==> src/rtl/alu4_bist_ctrl.sv <==
// BIST controller for the alu4 netlist: 14-bit LFSR pattern source and 8-bit MISR compactor.
// Define BIST_GOLDEN_CMP_EN to add the pass output and the GOLDEN signature comparator.
module alu4_bist_ctrl #(
  parameter int          N_PAT     = 1024,
  parameter logic [13:0] LFSR_SEED = 14'h0001,
  parameter logic [7:0]  MISR_SEED = 8'h00,
  parameter logic [7:0]  GOLDEN    = 8'h00
) (
  input  logic        clk,
  input  logic        rst,
  input  logic        start,
  input  logic        abort,
  output logic [13:0] pat,
  input  logic [7:0]  rsp,
  output logic        busy,
  output logic        done,
  output logic [7:0]  signature
`ifdef BIST_GOLDEN_CMP_EN
  ,
  output logic        pass
`endif
);

  localparam int CW = $clog2(N_PAT + 1);
  // An all-zero LFSR would lock up, so a zero seed is replaced.
  localparam logic [13:0]   SEED = (LFSR_SEED == 14'h0000) ? 14'h0001 : LFSR_SEED;
  localparam logic [CW-1:0] LAST = CW'(N_PAT - 1);

  typedef enum logic [1:0] {IDLE, LOAD, RUN, FINISH} state_t;

  state_t        state;
  state_t        state_next;
  logic [CW-1:0] cnt;
  logic          fb_p;
  logic          fb_m;

  assign fb_p = pat[13] ^ pat[12] ^ pat[11] ^ pat[1];
  assign fb_m = signature[7] ^ signature[5] ^ signature[4] ^ signature[3];

  always_ff @(posedge clk or posedge rst) begin
    if (rst) state <= IDLE;
    else     state <= state_next;
  end

  always_comb begin
    state_next = state;
    busy       = 1'b0;
    done       = 1'b0;
    case (state)
      IDLE: begin
        if (start) state_next = LOAD;
      end
      LOAD: begin
        busy       = 1'b1;
        state_next = abort ? IDLE : RUN;
      end
      RUN: begin
        busy = 1'b1;
        if (abort)            state_next = IDLE;
        else if (cnt == LAST) state_next = FINISH;
      end
      FINISH: begin
        busy       = 1'b1;
        done       = 1'b1;
        state_next = IDLE;
      end
      default: state_next = IDLE;
    endcase
  end

  // An abort cycle performs no update, so pat and signature freeze at their partial values.
  always_ff @(posedge clk or posedge rst) begin
    if (rst) begin
      pat       <= 14'h0001;
      signature <= 8'h00;
      cnt       <= '0;
    end else begin
      case (state)
        LOAD: begin
          if (!abort) begin
            pat       <= SEED;
            signature <= MISR_SEED;
            cnt       <= '0;
          end
        end
        RUN: begin
          if (!abort) begin
            pat       <= {pat[12:0], fb_p};
            signature <= {signature[6:0], fb_m} ^ rsp;
            cnt       <= cnt + CW'(1);
          end
        end
        default: ;
      endcase
    end
  end

`ifdef BIST_GOLDEN_CMP_EN
  always_ff @(posedge clk or posedge rst) begin
    if (rst)                            pass <= 1'b0;
    else if ((state == LOAD) && !abort) pass <= 1'b0;
    else if (state == FINISH)           pass <= (signature == GOLDEN);
  end
`endif

endmodule
==> config.mk <==
export PLATFORM = sky130hd
export DESIGN_NAME = alu4_bist_ctrl
export DESIGN_NICKNAME = d
export VERILOG_FILES = /design/src/rtl/alu4_bist_ctrl.sv
export SDC_FILE = /design/constraint.sdc
export NUM_CORES = 1
export LEC_CHECK = 0
export CELL_PAD_IN_SITES_DETAIL_PLACEMENT = 2
export CELL_PAD_IN_SITES_GLOBAL_PLACEMENT = 2
export CORE_AREA = 5 5 79 81
export DETAILED_ROUTE_END_ITERATION = 10
export DIE_AREA = 0 0 84 86
export PLACE_DENSITY = 0.89
export REMOVE_ABC_BUFFERS = 1
export SLEW_MARGIN = 30
export SYNTH_ARGS = -nofsm -noshare
export SYNTH_HDL_FRONTEND = slang
export SYNTH_SLANG_ARGS = --single-unit
==> constraint.sdc <==
create_clock -name clk -period 1.7 [get_ports clk]
set_input_delay 0.34 -clock clk [delete_from_list [all_inputs] [get_ports clk]]
set_output_delay 0.34 -clock clk [all_outputs]
set_load 0.01 [all_outputs]
==> out/metrics.cfg, run 1 <==
[floorplan]
die_area_mm2=0.00722
fp-row-count=27
core-area_mm2=0.00541
starting_density_of_the_core_pct=30.4
die_x_um=84
floorplan.io_pins=36
die_height_um=86

[setup_path]
critical_path_class=flip-flop to primary output
cp-startpoint=state[1]$_DFFE_PP0P_
worst-path-max-fanout=3
crit_required_ns=1.36
regToRegSetupSlack_ns=0.08
reg2regPathDepth=5
worst_r2r_endpoint=cnt[9]$_DFFE_PP0P_
worst_r2r_start=state[0]$_DFFE_PP0P_
startpoint_type=flip-flop
endpoint_kind=primary output
worstPathArrival_ns=1.31

[power]
combinationalPowerShare_pct=30.4
clkPwrFrac_pct=25.8
design_power_total_uw=2630
pwr-share-seq_pct=43.9
leakage_power_of_the_design_uw=0.000998
ir_drop_uv=412
netSwitchingFraction_pct=32.6
cellPowerDensity_mw_per_mm2=1120
power.switching_uw=855
cell_internal_pwr_uw=1770

[logic_synthesis]
synthesis.area_per_instance_um2=10.5
synthSimpleGateAreaFrac_pct=13.2
number_of_warnings_issued_by_yosys=0
synthAdderAreaFrac_pct=0.760
synth_enable_flop_cells=0
ys_seq_area_share_pct=53.3
synth-compound-area-share_pct=20.7
synth_top_family_by_area=compound AO/OA/AOI/OAI gates
synth_async_sr_flop_share_pct=100
postSynthRegisterBits=35
synth_top_flop_cell=sky130_fd_sc_hd__dfrtp_1
synth.distinct_cells=33
post_synthesis_xor_xnor_area_fraction_pct=7.98
gate_count_of_the_mapped_netlist=156
synth.mux.area_fraction_pct=0
syn_area_mm2=0.00165

[drt]
via_per_inst=5.11
drt-pass1-iter-count=4
drc_errors=0
totalWireLength_um=5310
ant_nets=0
route.vias.total=1440
route.detailed.wl_per_inst_um=18.8
first_iter_violations=37

[timing]
final.period_utilization_pct=96.8
postLayoutSetupSlackWorst_ns=0.0548
setup_repair_after_global_routing_missed_its_margin=no
fmaxAchievable_mhz=608
drv_slew=0
slew_worst_pin_ns=0.399
timing.final.hold_violations=0
setup_viol=0
final.setup.tns_ns=0
slew_headroom_pct=73.4
skew_ns=0.00943
period_minus_slack_ns=1.65

[global_route]
first_global_vias=1641
antenna_violations_before_repair=0
global_route.usage.total_pct=15.6
met3_usage_pct=3.27
grt_first_pass_wirelength_um=8870
groute.layer.met2.usage_pct=27.9
use_met1_pct=19.4
overflow=0
grt_start_max_net_pins=36
gr-max-usage-layer=met2

[placement]
dp_worst_setup_slack_ns=-0.248
place.gp.congestion=0.767
place_inst=268
hpwl_um=3660
port_buffers=35

[clock_network]
max-clock-path-buffers=2
clock-sinks=35
cts-htree-levels=2
tritoncts=done
cts_made_buffers=5
clock-root-buffer=sky130_fd_sc_hd__clkbuf_8
clkTransAtPathRegs_ns=0.08
insertion_delay_ns=0.29
postCtsHoldBufs=0

[job]
drv_cap=0

[cells_and_area]
final_core_utilization_pct=43.5
num-nets-final=222
layout.cells.most_common=sky130_fd_sc_hd__clkdlybuf4s50_1
antennaDiodeCount=0
layoutNonFillerInstCount=282
drive_above_1_share_pct=20.5
final_cell_mix=sky130_fd_sc_hd__clkdlybuf4s50_1 (32), sky130_fd_sc_hd__dfrtp_1 (29), sky130_fd_sc_hd__buf_4 (17)
syn2layout_area_growth_pct=42.8

[worst_hold_path]
type_of_the_most_critical_hold_path=input port to asynchronous set/reset pin

[status]
outcome=finished clean

-- Yosys cell counts, types with 2 or more instances --
cell type | count | area, um^2
sky130_fd_sc_hd__o31ai_1 | 2 | 15.0
sky130_fd_sc_hd__a31oi_1 | 2 | 12.5
sky130_fd_sc_hd__and4_1 | 2 | 17.5
sky130_fd_sc_hd__nor3_1 | 2 | 10.0
sky130_fd_sc_hd__o21ai_1 | 11 | 55.1
sky130_fd_sc_hd__o211ai_1 | 4 | 30.0
sky130_fd_sc_hd__a21oi_1 | 5 | 25.0
sky130_fd_sc_hd__or4_1 | 3 | 22.5
sky130_fd_sc_hd__a22o_1 | 14 | 123
sky130_fd_sc_hd__dfrtp_1 | 34 | 851
sky130_fd_sc_hd__nand3_1 | 4 | 20.0
sky130_fd_sc_hd__xor2_1 | 2 | 17.5
sky130_fd_sc_hd__xnor2_1 | 13 | 114
sky130_fd_sc_hd__nand4_1 | 4 | 25.0
sky130_fd_sc_hd__o21ai_0 | 8 | 40.0
sky130_fd_sc_hd__nand2b_1 | 2 | 12.5
sky130_fd_sc_hd__clkbuf_1 | 3 | 11.3
sky130_fd_sc_hd__nor2_1 | 7 | 26.3
sky130_fd_sc_hd__inv_1 | 4 | 15.0
sky130_fd_sc_hd__nand2_1 | 13 | 48.8
sky130_fd_sc_hd__buf_2 | 5 | 25.0
-- repair_timing --
item / in CTS / in global routing
resized for setup: 8 / 7
pin swaps: 0 / 1
setup buffers: 5 / 1
setup endpoints to repair: 4 / 6
hold endpoints to repair: 0 / 0
-- power groups by stage --
stage	Combinational [uW]	Sequential [uW]	Clock [uW]
after floorplan	319	1170	0
after global placement	722	1150	0
after detailed placement	764	1170	0
after CTS	791	1150	704
after global routing	861	1180	737
final	797	1150	677
-- registers in the layout, summed over array words and instances, names as in the netlist --
name / flops
signature: 8
cnt: 11
pat: 14
state: 2
-- cells by family (layout without fill, tap and decap cells) --
family,Yosys count,in the layout
fa+ha+maj,1,1
compound gates,50,50
buf+inv,14,68
xor+xnor,15,15
simple gates,41,41
flops,35,35
-- metal layers --
| metal | vias up | part of all wire [%] |
|---|---|---|
| li1 | 670 | - |
| met1 | 738 | 43 |
| met2 | 28 | 53 |
| met3 | 4 | 2.8 |
| met4 | 0 | 0.49 |
| met5 | - | 0 |
-- metrics by stage --
step,hold slack (ns),instance area (um^2)
6_report,0.436,2350
5_1_grt,0.458,2350
4_1_cts,0.437,2330
3_5_place_dp,0.473,2180
3_3_place_gp,0.458,2180
2_1_floorplan,0.443,1600
-- critical path: stages, from the launching register on --
cell	delay [ns]
sky130_fd_sc_hd__dfrtp_2	0.42
sky130_fd_sc_hd__buf_4	0.15
sky130_fd_sc_hd__nor2_2	0.12
sky130_fd_sc_hd__inv_1	0.05
sky130_fd_sc_hd__dlygate4sd2_1	0.27
-- final cells by class --
type | count | area (um^2)
clock inverters | 1 | 7.51
clock buffers | 7 | 96.3
repair buffers | 55 | 534
flip-flops and latches | 35 | 883
fillers | 565 | 3060
well taps | 72 | 90.1
multi-input cells | 107 | 719
inverters | 5 | 18.8
-- worst max-delay path by stage --
stage | endpoint | slack, ns
CTS | cnt[4]$_DFFE_PP0P_ | 0.03
global placement | cnt[7]$_DFFE_PP0P_ | -0.11
floorplan | cnt[9]$_DFFE_PP0P_ | -0.17
global route | busy | 0.002
detailed placement | cnt[0]$_DFFE_PP0P_ | -0.25
finish | busy | 0.05
No activity file was read; power rests on OpenSTA's default activity.
==> run 2, diff against run 1 <==
- CELL_PAD_IN_SITES_DETAIL_PLACEMENT: 2 -> 1
==> run 2 against run 1 <==
Effect of this change: critical endpoint is now pat[1]; highest routed layer unchanged; first-iteration DRC count is 86% higher; non-clock buffer count is 3 lower; maximum frequency is 0.30% higher; register-to-register slack hardly changed; via count is 4.0% lower; utilization is 0.86 points lower; sequential share of layout area is 0.59 points higher; largest cell class unchanged.
==> out/metrics.cfg, run 2 (synthesized netlist as in run 1, its figures left out) <==
[status]
outcome=finished clean  ; unchanged

[cells_and_area]
final_cell_mix=sky130_fd_sc_hd__dfrtp_1 (32), sky130_fd_sc_hd__clkdlybuf4s50_1 (32), sky130_fd_sc_hd__a22o_1 (14), sky130_fd_sc_hd__buf_4 (14)  ; was sky130_fd_sc_hd__clkdlybuf4s50_1 (32), sky130_fd_sc_hd__dfrtp_1 (29), sky130_fd_sc_hd__buf_4 (17)
antennaDiodeCount=0  ; unchanged
largest_registers=pat: 14 flops, cnt: 11 flops, signature: 8 flops  ; unchanged
layoutNonFillerInstCount=279  ; was 282
largest_register_ff_count=14  ; unchanged
syn2layout_area_growth_pct=40.0  ; was 42.8%
num-nets-final=219  ; was 222
multi_input_area_um2=712  ; was 719 um^2
sequential_cell_area_um2=880  ; was 883 um^2
n_fill_cell=616  ; was 565
register_with_the_most_flip_flops=pat  ; unchanged
drive_above_1_share_pct=15.5  ; was 20.5%

[setup_path]
endpoint_kind=primary output  ; unchanged
cp_max_delay_cell=sky130_fd_sc_hd__clkdlybuf4s50_1  ; was sky130_fd_sc_hd__dfrtp_2
startpoint_type=flip-flop  ; unchanged
critical_path_class=flip-flop to primary output  ; unchanged
crit_buf_inv=1  ; was 3
path_cells=clkdlybuf4s50_1  ; was buf_4 -> nor2_2 -> inv_1 -> dlygate4sd2_1
crit_required_ns=1.36  ; about the same
worst-path-max-fanout=4  ; was 3
kind_of_cell_adding_the_most_delay_to_the_critical_path=buffers and inverters  ; unchanged
worstPathArrival_ns=1.30  ; was 1.31 ns
slowest_delay_ns=0.57  ; was 0.42 ns

[timing]
setup_viol=0  ; unchanged
timing.final.hold_violations=0  ; unchanged
fmaxAchievable_mhz=610  ; was 608 MHz
period_minus_slack_ns=1.64  ; was 1.65 ns
slew_headroom_pct=79.0  ; was 73.4%
holdWs_ns=0.422  ; was 0.436 ns
skew_ns=0.00861  ; was 0.00943 ns
drv_slew=0  ; unchanged
slew_worst_pin_ns=0.314  ; was 0.399 ns
setup_repair_after_global_routing_missed_its_margin=no  ; unchanged
final.period_utilization_pct=96.5  ; was 96.8%
postLayoutSetupSlackWorst_ns=0.0597  ; was 0.0548 ns

[drt]
ant_nets=0  ; unchanged
route.vias.total=1383  ; was 1440
totalWireLength_um=4090  ; was 5310 um
drt-pass1-iter-count=2  ; was 4
route.detailed.wl_per_inst_um=14.7  ; was 18.8 um
via_per_inst=4.96  ; was 5.11
drc_errors=0  ; unchanged
first_iter_violations=69  ; was 37

[clock_network]
max-clock-path-buffers=2  ; unchanged
tritoncts=done  ; unchanged
insertion_delay_ns=0.28  ; was 0.29 ns
cts-htree-levels=2  ; unchanged
clkTransAtPathRegs_ns=0.07  ; was 0.08 ns
cts_made_buffers=5  ; unchanged
clock-sinks=35  ; unchanged
clock-root-buffer=sky130_fd_sc_hd__clkbuf_8  ; unchanged

[global_route]
grt_first_pass_wirelength_um=7180  ; was 8870 um
groute.layer.met2.usage_pct=20.0  ; was 27.9%
met3_usage_pct=3.55  ; was 3.27%
first_global_vias=1486  ; was 1641
grt_start_max_net_pins=36  ; unchanged
antenna_violations_before_repair=0  ; unchanged
overflow=0  ; unchanged
gr-max-usage-layer=met2  ; unchanged
use_met1_pct=15.6  ; was 19.4%
global_route.usage.total_pct=12.2  ; was 15.6%

[power]
power.switching_uw=780  ; was 855 uW
leakage_power_of_the_design_uw=0.000985  ; was 0.000998 uW
cell_internal_pwr_uw=1720  ; was 1770 uW
netSwitchingFraction_pct=31.2  ; was 32.6%
combinationalPowerShare_pct=30.0  ; was 30.4%
clkPwrFrac_pct=24.6  ; was 25.8%
pwr-share-seq_pct=45.4  ; was 43.9%
ir_drop_uv=581  ; was 412 uV
cellPowerDensity_mw_per_mm2=1080  ; was 1120 mW/mm^2
design_power_total_uw=2500  ; was 2630 uW

[floorplan]
die_area_mm2=0.00722  ; unchanged
die_height_um=86  ; unchanged
core-area_mm2=0.00541  ; unchanged
floorplan.io_pins=36  ; unchanged
starting_density_of_the_core_pct=30.4  ; unchanged
die_x_um=84  ; unchanged
fp-row-count=27  ; unchanged

[placement]
place.gp.congestion=0.767  ; unchanged
place_inst=268  ; unchanged
port_buffers=35  ; unchanged
hpwl_um=2960  ; was 3660 um
dp_worst_setup_slack_ns=-0.149  ; was -0.248 ns

[job]
drv_cap=0  ; unchanged

[worst_hold_path]
type_of_the_most_critical_hold_path=input port to asynchronous set/reset pin  ; unchanged

[run 2: final cells by class]
| cell class | count | area share, % |
|---|---|---|
| flip-flops and latches | 35 | 38.2 |
| well taps | 72 | 3.91 |
| inverters | 5 | 0.815 |
| clock inverters | 1 | 0.217 |
| repair buffers | 52 | 22.2 |
| multi-input cells | 107 | 30.9 |
| clock buffers | 7 | 3.75 |
[run 2: power groups by stage]
stage / Combinational, uW / Sequential [uW] / Clock (uW)
finish: 749 / 1130 / 616
global route: 817 / 1170 / 674
CTS: 751 / 1140 / 636
detailed placement: 739 / 1160 / 0
global placement: 722 / 1150 / 0
floorplan: 319 / 1170 / 0
[run 2: stage by stage]
stage	instance area (um^2)	setup TNS (ns)	util [%]
finish	2300	0	42.6
global route	2300	0	42.6
CTS	2290	0	42.3
detailed placement	2180	-1.64	40.3
global placement	2180	-1.16	40.3
floorplan	1600	-0.171	-
[run 2: repair_timing]
item | CTS | global route
resized for setup | 6 | 1
hold endpoints to repair | 0 | 0
hold buffers | 0 | 0
setup buffers | 2 | 1
pin swaps | 0 | 1
endpoints found under the setup margin | 3 | 2
[run 2: metal layers]
| layer | up-vias | share of wire, % |
|---|---|---|
| met1 | 682 | 46 |
| met3 | 5 | 4.4 |
| li1 | 667 | - |
| met4 | 0 | 0.76 |
| met2 | 29 | 48 |
| met5 | - | 0 |
[run 2: final timing paths]
kind                                 startpoint             endpoint  slack, ns  depth (start not counted)
hold / removal                              rst   cnt[3]$_DFFE_PP0P_       0.42                          3
min in group clk            cnt[10]$_DFFE_PP0P_  cnt[10]$_DFFE_PP0P_       0.48                          1
hold reg to reg             cnt[10]$_DFFE_PP0P_  cnt[10]$_DFFE_PP0P_       0.48                          1
max in group asynchronous                   rst   pat[0]$_DFFE_PP1P_       1.04                          3
setup / recovery             pat[1]$_DFFE_PP0P_               pat[1]       0.06                          1
setup reg to reg           state[0]$_DFFE_PP0P_   cnt[9]$_DFFE_PP0P_       0.07                          5
